==> src/rtl/ble_exmem_arb_if.sv <==
// ============================================================================
// Module      : ble_exmem_arb_if
// Description : Bundle of the two requester ports and the external-memory port
//               shared by ble_exmem_arb.
// Revision    : 1.0  initial release
// ============================================================================
`default_nettype none

interface ble_exmem_arb_if;
  // m0: packet/descriptor engine (real-time)
  logic        m0_req;
  logic [3:0]  m0_we;
  logic [22:0] m0_adr;
  logic [31:0] m0_wdat;
  logic [31:0] m0_rdat;
  logic        m0_ack;
  logic        m0_err;
  // m1: CPU/SFR bridge (background)
  logic        m1_req;
  logic [3:0]  m1_we;
  logic [22:0] m1_adr;
  logic [31:0] m1_wdat;
  logic [31:0] m1_rdat;
  logic        m1_ack;
  logic        m1_err;
  // shared external-memory port
  logic        ex_mem_req;
  logic [3:0]  ex_mem_we;
  logic [22:0] ex_mem_adr;
  logic [31:0] ex_mem_wdat;
  logic [31:0] ex_mem_rdat;
  logic        ex_mem_ack;

  // arbiter side: serves the requesters, drives the memory command
  modport slave (
    input  m0_req, m0_we, m0_adr, m0_wdat,
    output m0_rdat, m0_ack, m0_err,
    input  m1_req, m1_we, m1_adr, m1_wdat,
    output m1_rdat, m1_ack, m1_err,
    output ex_mem_req, ex_mem_we, ex_mem_adr, ex_mem_wdat,
    input  ex_mem_rdat, ex_mem_ack
  );

  // environment side: requesters plus the memory responder
  modport master (
    output m0_req, m0_we, m0_adr, m0_wdat,
    input  m0_rdat, m0_ack, m0_err,
    output m1_req, m1_we, m1_adr, m1_wdat,
    input  m1_rdat, m1_ack, m1_err,
    input  ex_mem_req, ex_mem_we, ex_mem_adr, ex_mem_wdat,
    output ex_mem_rdat, ex_mem_ack
  );
endinterface

`default_nettype wire

==> src/rtl/ble_exmem_arb.sv <==
// ============================================================================
// Module      : ble_exmem_arb
// Description : Two-requester arbiter for the BLE external-memory port with
//               ack watchdog. Define BLE_EXMEM_RR_EN for round-robin
//               arbitration; otherwise m0 has fixed priority.
// Revision    : 1.0  initial release
// ============================================================================
`default_nettype none

module ble_exmem_arb #(
  parameter int unsigned ACK_TIMEOUT = 255,
  parameter int unsigned TO_W        = 8
) (
  input  wire              bsb_clk,
  input  wire              ble_rst,
  ble_exmem_arb_if.slave   bus,
  output logic             timeout_int
);

  typedef enum logic [1:0] {
    ST_IDLE = 2'd0,
    ST_GNT0 = 2'd1,
    ST_GNT1 = 2'd2
  } state_e;

  localparam bit              WD_EN = (ACK_TIMEOUT != 0);
  localparam logic [TO_W-1:0] WD_LIM = TO_W'(ACK_TIMEOUT);
  localparam logic [TO_W-1:0] WD_MAX = {TO_W{1'b1}};

  state_e            state_q, state_d;
  logic              ex_req_q, ex_req_d;
  logic [3:0]        ex_we_q, ex_we_d;
  logic [22:0]       ex_adr_q, ex_adr_d;
  logic [31:0]       ex_wdat_q, ex_wdat_d;
  logic [TO_W-1:0]   wd_q, wd_d;
  logic [1:0]        err_q, err_d;
  logic              tint_q, tint_d;

  logic [1:0]        req_vec;
  logic              win1;
  logic              wd_expired;

  assign req_vec    = {bus.m1_req, bus.m0_req};
  assign wd_expired = WD_EN && (wd_q == WD_LIM);

`ifdef BLE_EXMEM_RR_EN
  // last_q = 1 means m1 held the most recent grant; reset favours m0.
  logic last_q, last_d;

  always_comb begin
    win1 = req_vec[1] & (~req_vec[0] | ~last_q);
  end

  always_ff @(posedge bsb_clk or posedge ble_rst) begin
    if (ble_rst) begin
      last_q <= 1'b1;
    end else begin
      last_q <= last_d;
    end
  end

  always_comb begin
    last_d = last_q;
    if ((state_q == ST_IDLE) && (|req_vec)) begin
      last_d = win1;
    end
  end
`else
  always_comb begin
    win1 = req_vec[1] & ~req_vec[0];
  end
`endif

  always_ff @(posedge bsb_clk or posedge ble_rst) begin
    if (ble_rst) begin
      state_q   <= ST_IDLE;
      ex_req_q  <= 1'b0;
      ex_we_q   <= 4'h0;
      ex_adr_q  <= 23'h0;
      ex_wdat_q <= 32'h0;
      wd_q      <= '0;
      err_q     <= 2'b00;
      tint_q    <= 1'b0;
    end else begin
      state_q   <= state_d;
      ex_req_q  <= ex_req_d;
      ex_we_q   <= ex_we_d;
      ex_adr_q  <= ex_adr_d;
      ex_wdat_q <= ex_wdat_d;
      wd_q      <= wd_d;
      err_q     <= err_d;
      tint_q    <= tint_d;
    end
  end

  always_comb begin
    state_d   = state_q;
    ex_req_d  = ex_req_q;
    ex_we_d   = ex_we_q;
    ex_adr_d  = ex_adr_q;
    ex_wdat_d = ex_wdat_q;
    wd_d      = wd_q;
    err_d     = 2'b00;
    tint_d    = 1'b0;

    unique case (state_q)
      ST_IDLE: begin
        if (|req_vec) begin
          ex_req_d = 1'b1;
          wd_d     = '0;
          if (win1) begin
            ex_we_d   = bus.m1_we;
            ex_adr_d  = bus.m1_adr;
            ex_wdat_d = bus.m1_wdat;
            state_d   = ST_GNT1;
          end else begin
            ex_we_d   = bus.m0_we;
            ex_adr_d  = bus.m0_adr;
            ex_wdat_d = bus.m0_wdat;
            state_d   = ST_GNT0;
          end
        end
      end

      ST_GNT0, ST_GNT1: begin
        // An ack landing on the expiry cycle completes the access normally.
        if (bus.ex_mem_ack) begin
          ex_req_d = 1'b0;
          state_d  = ST_IDLE;
        end else if (wd_expired) begin
          ex_req_d = 1'b0;
          state_d  = ST_IDLE;
          tint_d   = 1'b1;
          err_d    = (state_q == ST_GNT1) ? 2'b10 : 2'b01;
        end else if (wd_q != WD_MAX) begin
          wd_d = wd_q + TO_W'(1);
        end
      end

      default: begin
        ex_req_d = 1'b0;
        state_d  = ST_IDLE;
      end
    endcase
  end

  // Responses are combinational from memory, gated to the granted requester.
  assign bus.m0_ack  = (state_q == ST_GNT0) & bus.ex_mem_ack;
  assign bus.m1_ack  = (state_q == ST_GNT1) & bus.ex_mem_ack;
  assign bus.m0_rdat = (state_q == ST_GNT0) ? bus.ex_mem_rdat : 32'h0;
  assign bus.m1_rdat = (state_q == ST_GNT1) ? bus.ex_mem_rdat : 32'h0;
  assign bus.m0_err  = err_q[0];
  assign bus.m1_err  = err_q[1];

  assign bus.ex_mem_req  = ex_req_q;
  assign bus.ex_mem_we   = ex_we_q;
  assign bus.ex_mem_adr  = ex_adr_q;
  assign bus.ex_mem_wdat = ex_wdat_q;
  assign timeout_int     = tint_q;

endmodule

`default_nettype wire

==> src/flat_wrapper.sv <==
// flat-port wrapper written by rule: the top's interface ports become plain ports
module ble_exmem_arb_flat 
#(
  parameter int unsigned ACK_TIMEOUT = 255,
  parameter int unsigned TO_W        = 8
)
  (bsb_clk, ble_rst, timeout_int, bus_m0_req, bus_m0_we, bus_m0_adr, bus_m0_wdat, bus_m0_rdat, bus_m0_ack, bus_m0_err, bus_m1_req, bus_m1_we, bus_m1_adr, bus_m1_wdat, bus_m1_rdat, bus_m1_ack, bus_m1_err, bus_ex_mem_req, bus_ex_mem_we, bus_ex_mem_adr, bus_ex_mem_wdat, bus_ex_mem_rdat, bus_ex_mem_ack);
  ble_exmem_arb_if bus_i ();
  input  wire bsb_clk;
  input  wire ble_rst;
  output logic timeout_int;
  input wire logic [$bits(bus_i.m0_req)-1:0] bus_m0_req;
  input wire logic [$bits(bus_i.m0_we)-1:0] bus_m0_we;
  input wire logic [$bits(bus_i.m0_adr)-1:0] bus_m0_adr;
  input wire logic [$bits(bus_i.m0_wdat)-1:0] bus_m0_wdat;
  output wire logic [$bits(bus_i.m0_rdat)-1:0] bus_m0_rdat;
  output wire logic [$bits(bus_i.m0_ack)-1:0] bus_m0_ack;
  output wire logic [$bits(bus_i.m0_err)-1:0] bus_m0_err;
  input wire logic [$bits(bus_i.m1_req)-1:0] bus_m1_req;
  input wire logic [$bits(bus_i.m1_we)-1:0] bus_m1_we;
  input wire logic [$bits(bus_i.m1_adr)-1:0] bus_m1_adr;
  input wire logic [$bits(bus_i.m1_wdat)-1:0] bus_m1_wdat;
  output wire logic [$bits(bus_i.m1_rdat)-1:0] bus_m1_rdat;
  output wire logic [$bits(bus_i.m1_ack)-1:0] bus_m1_ack;
  output wire logic [$bits(bus_i.m1_err)-1:0] bus_m1_err;
  output wire logic [$bits(bus_i.ex_mem_req)-1:0] bus_ex_mem_req;
  output wire logic [$bits(bus_i.ex_mem_we)-1:0] bus_ex_mem_we;
  output wire logic [$bits(bus_i.ex_mem_adr)-1:0] bus_ex_mem_adr;
  output wire logic [$bits(bus_i.ex_mem_wdat)-1:0] bus_ex_mem_wdat;
  input wire logic [$bits(bus_i.ex_mem_rdat)-1:0] bus_ex_mem_rdat;
  input wire logic [$bits(bus_i.ex_mem_ack)-1:0] bus_ex_mem_ack;
  assign bus_i.m0_req = bus_m0_req;
  assign bus_i.m0_we = bus_m0_we;
  assign bus_i.m0_adr = bus_m0_adr;
  assign bus_i.m0_wdat = bus_m0_wdat;
  assign bus_m0_rdat = bus_i.m0_rdat;
  assign bus_m0_ack = bus_i.m0_ack;
  assign bus_m0_err = bus_i.m0_err;
  assign bus_i.m1_req = bus_m1_req;
  assign bus_i.m1_we = bus_m1_we;
  assign bus_i.m1_adr = bus_m1_adr;
  assign bus_i.m1_wdat = bus_m1_wdat;
  assign bus_m1_rdat = bus_i.m1_rdat;
  assign bus_m1_ack = bus_i.m1_ack;
  assign bus_m1_err = bus_i.m1_err;
  assign bus_ex_mem_req = bus_i.ex_mem_req;
  assign bus_ex_mem_we = bus_i.ex_mem_we;
  assign bus_ex_mem_adr = bus_i.ex_mem_adr;
  assign bus_ex_mem_wdat = bus_i.ex_mem_wdat;
  assign bus_i.ex_mem_rdat = bus_ex_mem_rdat;
  assign bus_i.ex_mem_ack = bus_ex_mem_ack;
  ble_exmem_arb #(.ACK_TIMEOUT(ACK_TIMEOUT), .TO_W(TO_W)) u_core (.bsb_clk(bsb_clk), .ble_rst(ble_rst), .bus(bus_i), .timeout_int(timeout_int));
endmodule
==> config.mk <==
export PLATFORM = sky130hd
export DESIGN_NAME = ble_exmem_arb_flat
export DESIGN_NICKNAME = d
export VERILOG_FILES = /design/src/rtl/ble_exmem_arb_if.sv /design/src/rtl/ble_exmem_arb.sv /design/src/flat_wrapper.sv
export SDC_FILE = /design/constraint.sdc
export NUM_CORES = 1
export LEC_CHECK = 0
export ABC_AREA = 0
export BUFFER_PORTS_ARGS = -buffer_cell sky130_fd_sc_hd__buf_4
export CAP_MARGIN = 15
export CELL_PAD_IN_SITES_DETAIL_PLACEMENT = 1
export CELL_PAD_IN_SITES_GLOBAL_PLACEMENT = 1
export CORE_MARGIN = 2
export CORE_UTILIZATION = 31
export CTS_BUF_LIST = sky130_fd_sc_hd__clkbuf_8
export DETAILED_ROUTE_END_ITERATION = 6
export MAX_ROUTING_LAYER = met4
export PLACE_DENSITY = 0.86
export SLEW_MARGIN = 5
export SYNTH_ARGS = -nofsm -noshare
export SYNTH_HDL_FRONTEND = slang
export SYNTH_SLANG_ARGS = --single-unit
==> constraint.sdc <==
create_clock -name bsb_clk -period 5.9 [get_ports bsb_clk]
set_clock_uncertainty 0.2 [all_clocks]
set_input_delay 0.59 -clock bsb_clk [delete_from_list [all_inputs] [get_ports bsb_clk]]
set_output_delay 0.59 -clock bsb_clk [all_outputs]
set_load 0.02 [all_outputs]
==> out/results.tsv, run 1 <==
stage	metric	value	unit
status	status	finished, final reports clean	
drt	wl_per_cell	16.3	um
finish	layout-drive-gt1-share	44.7	%
synth	syn_area_per_cell	9.55	um^2
worst_setup_path	cp.arrival	2.04	ns
timing	timing.hold.ws	0.284	ns
drt	wl_met3	788	um
timing	slew_violations	0	
cts	cts.clk_slew.worst_paths	0.08	ns
floorplanning	initial_core_util	31.3	%
timing	period_minus_slack	2.83	ns
timing	fin_setup_tns	0	ns
cts	clock_latency	0.34	ns
finish	final_cell_mix	buf_4 (285), dfrtp_1 (73), nand2_1 (66), and2_1 (66), mux2i_1 (61)	
cts	hold_buffers	0	
worst_setup_path	critical_path.max_stage_delay	0.79	ns
min_path	min_from	u_core.bus.ex_mem_adr[12]$_DFFE_PP0P_	
grt	grt_pass1_wl	20.7	mm
cts	cts_buffers	9	
drt	wl_met1	5.47	mm
floorplanning	core	0.0125	mm^2
grt	grt_max_degree	119	
cts	cts_setup_buffers	0	
timing	setup_viol	0	
synth	syn_area	0.00391	mm^2
worst_setup_path	crit_chain	inv_1 -> ha_1 -> and2_1 -> buf_4	
grt	antenna_found_initial	0	
place	io_buffers	283	
drt	routed.top_layer	met4	
worst_setup_path	required	5.11	ns
worst_setup_path	startpoint	u_core.state_q[0]$_DFFE_PP0P_	
synth	synthCells	409	
timing	max_clock_freq	0.354	GHz
place	gp_congestion	0.873	
synth	ys_types	32	
cts	cts_repair_resize_count	0	
min_path	hold_class	reg2reg	
drt	routed_via_density	4.63	
drt	dr.pass1.iters	4	
worst_setup_path	setup.worst_path.class	reg2out	
worst_setup_path	r2r_start	u_core.state_q[1]$_DFFE_PP0P_	
floorplanning	die_x	116	um
drt	routed_wl	13.9	mm
drt	wl_met2	7.47	mm
timing	period_share	47.9	%
worst_setup_path	critPathMaxFanout	35	
worst_setup_path	start_kind	flop	
finish	final_common_cell	buf_4	
power	p_leak	3.48	nW
drt	num_vias	3961	
timing	finalHoldViolations	0	
power	ir_worst_vdd	170	uV
floorplanning	rows	41	
synth	yosys_warnings	0	
synth	yosys_register_bits	73	
timing	slew-limit-headroom	30.0	%
finish	nNetsFinal	839	
cts	tritoncts	done	
place	hpwl	11.1	mm
run	drv_cap	0	
worst_setup_path	end_kind	output pin	
drt	antenna_left	0	
floorplanning	io_pins	284	
finish	syn_to_final_growth	62.6	%
drt	drc	0	
timing	grt_setup_unrepaired	false	
cts	clock-sinks	73	
finish	diodes	0	
timing	worstMarginPinSlew	1.05	ns
power	powerDensity	447	mW/mm^2
grt	grt_pass1_vias	4104	
grt	grt-ovfl-total	0	
cts	cts_max_level	3	
worst_setup_path	cp_slowest_cell	ha_1	
finish	nFillCells	1478	
cts	cts-root-buf	clkbuf_8	
synth	yosysSeqAreaShare	46.7	%
floorplanning	fp.dieH	116	um
cts	clockBufferDepth	2	
grt	grtUsageTotal	20.4	%
drt	first_iter_violations	169	
floorplanning	dieArea	0.0135	mm^2
synth	synthesis.nets	569	
worst max-delay path, delay by kind of cell (launching register included):
family	cells	cell delay, ns
flops	1	0.40
buf+inv	2	0.25
simple gates	1	0.25
fa+ha+maj	1	0.79
state kept, by name, summed over array words and instances, names as in the netlist:
register                flops
u_core.state_q              2
u_core.timeout_int          1
u_core.err_q                2
u_core.wd_q                 8
u_core.bus.ex_mem_wdat     32
u_core.bus.ex_mem_adr      23
u_core.bus.ex_mem_req       1
u_core.bus.ex_mem_we        4
per-layer routing:
layer / vias to the layer above / track usage (%)
met1: 1891 / 23.7
met4: 0 / 5.32
met3: 16 / 3.94
met2: 137 / 36.2
met5: - / -
li1: 1917 / -
worst paths after layout:
path / endpoint / slack, ns / depth (start not counted)
worst min register to register: u_core.bus.ex_mem_adr[12]$_DFFE_PP0P_ / 0.28 / 2
worst max-delay path: bus_m1_rdat[6] / 3.07 / 4
max in group asynchronous: u_core.bus.ex_mem_wdat[5]$_DFFE_PP0P_ / 4.54 / 3
worst min-delay path: u_core.bus.ex_mem_adr[12]$_DFFE_PP0P_ / 0.28 / 2
min in group asynchronous: u_core.bus.ex_mem_wdat[11]$_DFFE_PP0P_ / 0.31 / 3
worst max register to register: u_core.bus.ex_mem_wdat[18]$_DFFE_PP0P_ / 3.58 / 5
power by group:
| part | switching, mW | total (mW) | internal [mW] |
|---|---|---|---|
| logic | 0.923 | 1.57 | 0.644 |
| registers | 0.130 | 0.850 | 0.720 |
| clock network | 0.188 | 0.422 | 0.234 |
| total | 1.24 | 2.84 | 1.60 |
through the flow:
| stage | cells | total power, mW | utilization [%] | cell area [um^2] | worst slack, ns |
|---|---|---|---|---|---|
| floorplan | 409 | 1.72 | - | 3910 | 3.26 |
| global placement | 840 | 2.38 | 49.3 | 6140 | 3.57 |
| detailed placement | 840 | 2.45 | 49.3 | 6140 | 3.44 |
| CTS | 855 | 2.88 | 51.0 | 6350 | 3.06 |
| global route | 855 | 3.04 | 51.0 | 6350 | 2.90 |
| finish | 855 | 2.84 | 51.0 | 6350 | 3.07 |
kinds of logic after synthesis:
group | synth area share [%]
XOR/XNOR | 0.224
multiplexers | 15.6
adder cells (fa/ha/maj) | 1.60
flip-flops | 46.7
AND/OR/NAND/NOR | 19.7
buffers and inverters | 4.13
AO/OA/AOI/OAI | 11.9
area by class of cell:
cell class / count / area [um^2] / share of cell area [%]
repair buffers: 285 / 2140 / 33.7
multi-input cells: 302 / 1930 / 30.4
flip-flops and latches: 73 / 1830 / 28.8
well taps: 172 / 215 / 3.39
clock buffers: 9 / 124 / 1.95
clock inverters: 6 / 83.8 / 1.32
inverters: 8 / 31.3 / 0.492
synthesized netlist by cell type (all sizes together):
master / number / area (um^2)
nor4: 1 / 6.26
a21boi: 1 / 18.8
o22ai: 2 / 12.5
dfrtp: 73 / 1830
nor2b: 1 / 6.26
and2: 66 / 413
nand2: 67 / 254
o21ai: 64 / 324
and3: 2 / 12.5
nand2b: 3 / 18.8
nor3: 2 / 10.0
o21a: 1 / 7.51
inv: 8 / 30.0
buf: 11 / 75.1
a21oi: 5 / 36.3
clkbuf: 15 / 56.3
nor2: 4 / 15.0
and4: 1 / 8.76
ha: 5 / 62.6
nand3: 4 / 20.0
a41oi: 1 / 8.76
o22a: 1 / 8.76
nand4: 1 / 6.26
mux2i: 61 / 611
xnor2: 1 / 8.76
a31oi: 8 / 50.1
No activity file was read; power rests on OpenSTA's default activity.
==> inputs of run 2 (changes only) <==
Settings changed: ABC_AREA 0 to 1, CORE_UTILIZATION 31 to 25, PLACE_DENSITY 0.86 to 0.77.
Clock period 5.9 ns to 2.57 ns, I/O delays scaled along.
==> run 2 against run 1 <==
  * Via count grew 34%
  * Largest cell class unchanged
  * Highest routed layer unchanged
  * Critical path depth grew 5
  * First-iteration DRC count grew 22%
  * Global-route usage grew 2.4 points
  * Die area grew 27%
  * Total power grew to 2.8 times the previous value
  * Combinational power grew to 3.1 times the previous value
  * Critical endpoint is now u_core.bus.ex_mem_wdat[17]$_DFFE_PP0P_
  * Worst setup slack lost 2.9 ns
  * Hold slack lost 0.22 ns
  * Non-clock buffer count grew 127
==> out/results.tsv, run 2 <==
stage	metric	value	unit	change
status	status	finished, final reports clean		unchanged
synth	synth.top_cells.by_area	dfrtp_1 (45%), nand2_1 (20%), a31oi_1 (9.1%)		was dfrtp_1 (47%), mux2i_1 (16%), and2_1 (11%)
drt	dr.pass1.iters	4		unchanged
floorplanning	core	0.0159	mm^2	was 0.0125 mm^2
place	gp_congestion	0.751		was 0.873
cts	clock-sinks	73		unchanged
place	pre_cts_ws	0.735	ns	was 3.44 ns
synth	yosysTopAreaCell	dfrtp_1		unchanged
finish	syn_to_final_growth	93.2	%	was 62.6%
min_path	hold_class	in2reg		was reg2reg
worst_setup_path	startpoint	u_core.state_q[0]$_DFFE_PP0P_		unchanged
cts	clock_latency	0.36	ns	was 0.34 ns
grt	grt_max_degree	62		was 119
worst_setup_path	cp.arrival	2.50	ns	was 2.04 ns
worst_setup_path	crit_chain	inv_1 -> ha_1 -> inv_1 -> nor2_4 -> buf_4 -> clkbuf_16 -> nor2_1 -> a31oi_1 -> dlygate4sd3_1		was inv_1 -> ha_1 -> and2_1 -> buf_4
worst_setup_path	start_kind	flop		unchanged
synth	synth_edf_count	0		unchanged
synth	synth-main-ff-cell	dfrtp_1		unchanged
worst_setup_path	worst-r2r-cell-count	9		was 5
synth	ys_types	24		was 32
timing	finalHoldViolations	0		unchanged
floorplanning	initial_core_util	25.5	%	was 31.3%
synth	yosys.area.top_type_share	45.1	%	was 46.7%
worst_setup_path	required	2.67	ns	was 5.11 ns
cts	cts-root-buf	clkbuf_8		unchanged
floorplanning	dieArea	0.0172	mm^2	was 0.0135 mm^2
drt	antenna_left	0		unchanged
cts	tritoncts	done		unchanged
timing	period_share	93.3	%	
place	dpl_cell_area	0.00637	mm^2	was 0.00614 mm^2
floorplanning	rows	46		was 41
worst_setup_path	cp_common_cell	inv_1		
min_path	holdPathStages	3		was 2
timing	period_minus_slack	2.40	ns	
cts	cts.clk_slew.worst_paths	0.08	ns	about the same
finish	final_common_cell	buf_4		unchanged
finish	layout-drive-gt1-share	34.7	%	was 44.7%
synth	synthesis.nets	725		was 569
floorplanning	fp.dieH	131	um	was 116 um
worst_setup_path	setup.worst_path.class	reg2reg		was reg2out
power	totalPowerFinal	7.84	mW	was 2.84 mW
power	p_leak	4.28	nW	was 3.48 nW
place	dp_cells	1036		was 840
grt	antenna_found_initial	0		unchanged
grt	grt_pass1_vias	5744		was 4104
timing	setup_viol	0		unchanged
finish	final_cell_mix	buf_4 (288), nand2_1 (212), dlygate4sd3_1 (118)		was buf_4 (285), dfrtp_1 (73), nand2_1 (66), and2_1 (66), mux2i_1 (61)
run	drv_cap	0		unchanged
timing	slew_violations	0		unchanged
timing	worstMarginPinSlew	0.670	ns	was 1.05 ns
place	hpwl	12.0	mm	was 11.1 mm
place	io_buffers	283		unchanged
timing	slew-limit-headroom	55.3	%	was 30.0%
drt	first_iter_violations	207		was 169
timing	max_clock_freq	0.417	GHz	
finish	stdcell_area	0.00782	mm^2	was 0.00635 mm^2
finish	final_cells	1174		was 855
cts	cts_max_level	3		unchanged
synth	syn_area	0.00405	mm^2	was 0.00391 mm^2
worst_setup_path	critical_path.max_stage_delay	0.57	ns	was 0.79 ns
power	ir_worst_vdd	501	uV	was 170 uV
finish	fin_util	49.2	%	was 51.0%
finish	nNetsFinal	1113		was 839
cts	cts_repair_resize_count	0		unchanged
drt	num_vias	5298		was 3961
finish	diodes	0		unchanged
worst_setup_path	critPathMaxFanout	30		was 35
synth	syn_area_per_cell	7.17	um^2	was 9.55 um^2
grt	grt-ovfl-total	0		unchanged
grt	grt_pass1_wl	30.2	mm	was 20.7 mm
timing	grt_setup_unrepaired	false		unchanged
worst_setup_path	r2r_start	u_core.state_q[0]$_DFFE_PP0P_		was u_core.state_q[1]$_DFFE_PP0P_
cts	cts_buffers	9		unchanged
drt	routed_via_density	4.51		was 4.63
timing	setup_ws	0.172	ns	was 3.07 ns
synth	yosysSeqAreaShare	45.1	%	was 46.7%
min_path	min_from	bus_m0_adr[21]		was u_core.bus.ex_mem_adr[12]$_DFFE_PP0P_
power	powerDensity	1000	mW/mm^2	was 447 mW/mm^2
synth	yosys_register_bits	73		unchanged
synth	synth_common_cells	nand2_1 (212), inv_1 (78), dfrtp_1 (73)		was dfrtp_1 (73), and2_1 (66), nand2_1 (66)
timing	timing.hold.ws	0.0679	ns	was 0.284 ns
synth	yosys_warnings	0		unchanged
drt	wl_per_cell	17.0	um	was 16.3 um
finish	largest_register_ffs	32		unchanged
floorplanning	io_pins	284		unchanged
cts	clockBufferDepth	2		unchanged
timing	fin_setup_tns	0	ns	unchanged
synth	synthCells	565		was 409
grt	grtUsageTotal	22.8	%	was 20.4%
drt	routed_wl	19.9	mm	was 13.9 mm
synth	async_reset_ff_share	100	%	unchanged
finish	nFillCells	1956		was 1478
floorplanning	die_x	131	um	was 116 um
synth	yosysMostFrequentCell	nand2_1		was dfrtp_1
drt	drc	0		unchanged
worst_setup_path	cp_slowest_cell	dlygate4sd3_1		was ha_1
worst_setup_path	end_kind	flop		was output pin
[run 2: changes by cell type after synthesis, sizes merged, moves of 51 or more]
| cell | previous run | this run |
|---|---|---|
| nand2 | 67 | 217 |
| inv | 8 | 81 |
| and2 | 66 | 0 |
| nor2 | 4 | 69 |
| mux2i | 61 | 0 |
| o21ai | 64 | 9 |
| a31oi | 8 | 59 |
[run 2: cell type report]
| cell class | count | area (um^2) | area share [%] |
|---|---|---|---|
| multi-input combinational | 376 | 1740 | 22.3 |
| clock buffer | 10 | 138 | 1.76 |
| tap | 216 | 270 | 3.45 |
| timing repair buffer | 412 | 3470 | 44.4 |
| inverter | 81 | 305 | 3.90 |
| sequential | 73 | 1830 | 23.4 |
| clock inverter | 6 | 66.3 | 0.848 |
[run 2: final timing paths]
check / to / slack [ns]
hold reg to reg: u_core.bus.ex_mem_req$_DFFE_PP0P_ / 0.34
max in group asynchronous: u_core.bus.ex_mem_we[3]$_DFFE_PP0P_ / 1.27
setup / recovery: u_core.bus.ex_mem_wdat[17]$_DFFE_PP0P_ / 0.17
hold / removal: u_core.bus.ex_mem_adr[21]$_DFFE_PP0P_ / 0.07
min in group asynchronous: u_core.bus.ex_mem_adr[9]$_DFFE_PP0P_ / 0.26
setup reg to reg: u_core.bus.ex_mem_wdat[17]$_DFFE_PP0P_ / 0.17
[run 2: repair_timing]
| action | 4_1_cts | 5_1_grt |
|---|---|---|
| buffers inserted | 0 | 2 |
| setup endpoints to repair | 0 | 3 |
| endpoints found under the hold margin | 86 | 0 |
| hold buffers | 118 | 0 |
[run 2: report_power, final]
part / leakage [nW] / internal, mW / switching, mW / total, mW
logic: 3.33 / 2.31 / 2.57 / 4.88
clock network: 0.0949 / 0.477 / 0.492 / 0.969
registers: 0.852 / 1.65 / 0.346 / 2.00
total: 4.28 / 4.43 / 3.41 / 7.84
[run 2: logic make-up after synthesis]
group,after synthesis,share of synthesized area (%)
compound gates,71,11.2
xor+xnor,1,0.216
fa+ha+maj,5,1.55
buf+inv,116,12.1
flops,73,45.1
simple gates,299,29.8
[run 2: worst max-delay path, delay by kind of cell (launching register included)]
kind            cells  cell delay (ns)
compound gates      1             0.14
fa+ha+maj           1             0.22
buf+inv             5             1.14
flops               1             0.43
simple gates        2             0.23
[run 2: routing by layer]
layer,up-vias,part of all wire (%),GRT usage (%)
li1,2508,-,-
met1,2514,38,23.8
met2,240,52,41.5
met3,36,7.7,6.37
met4,0,2.8,7.67
met5,-,0,-
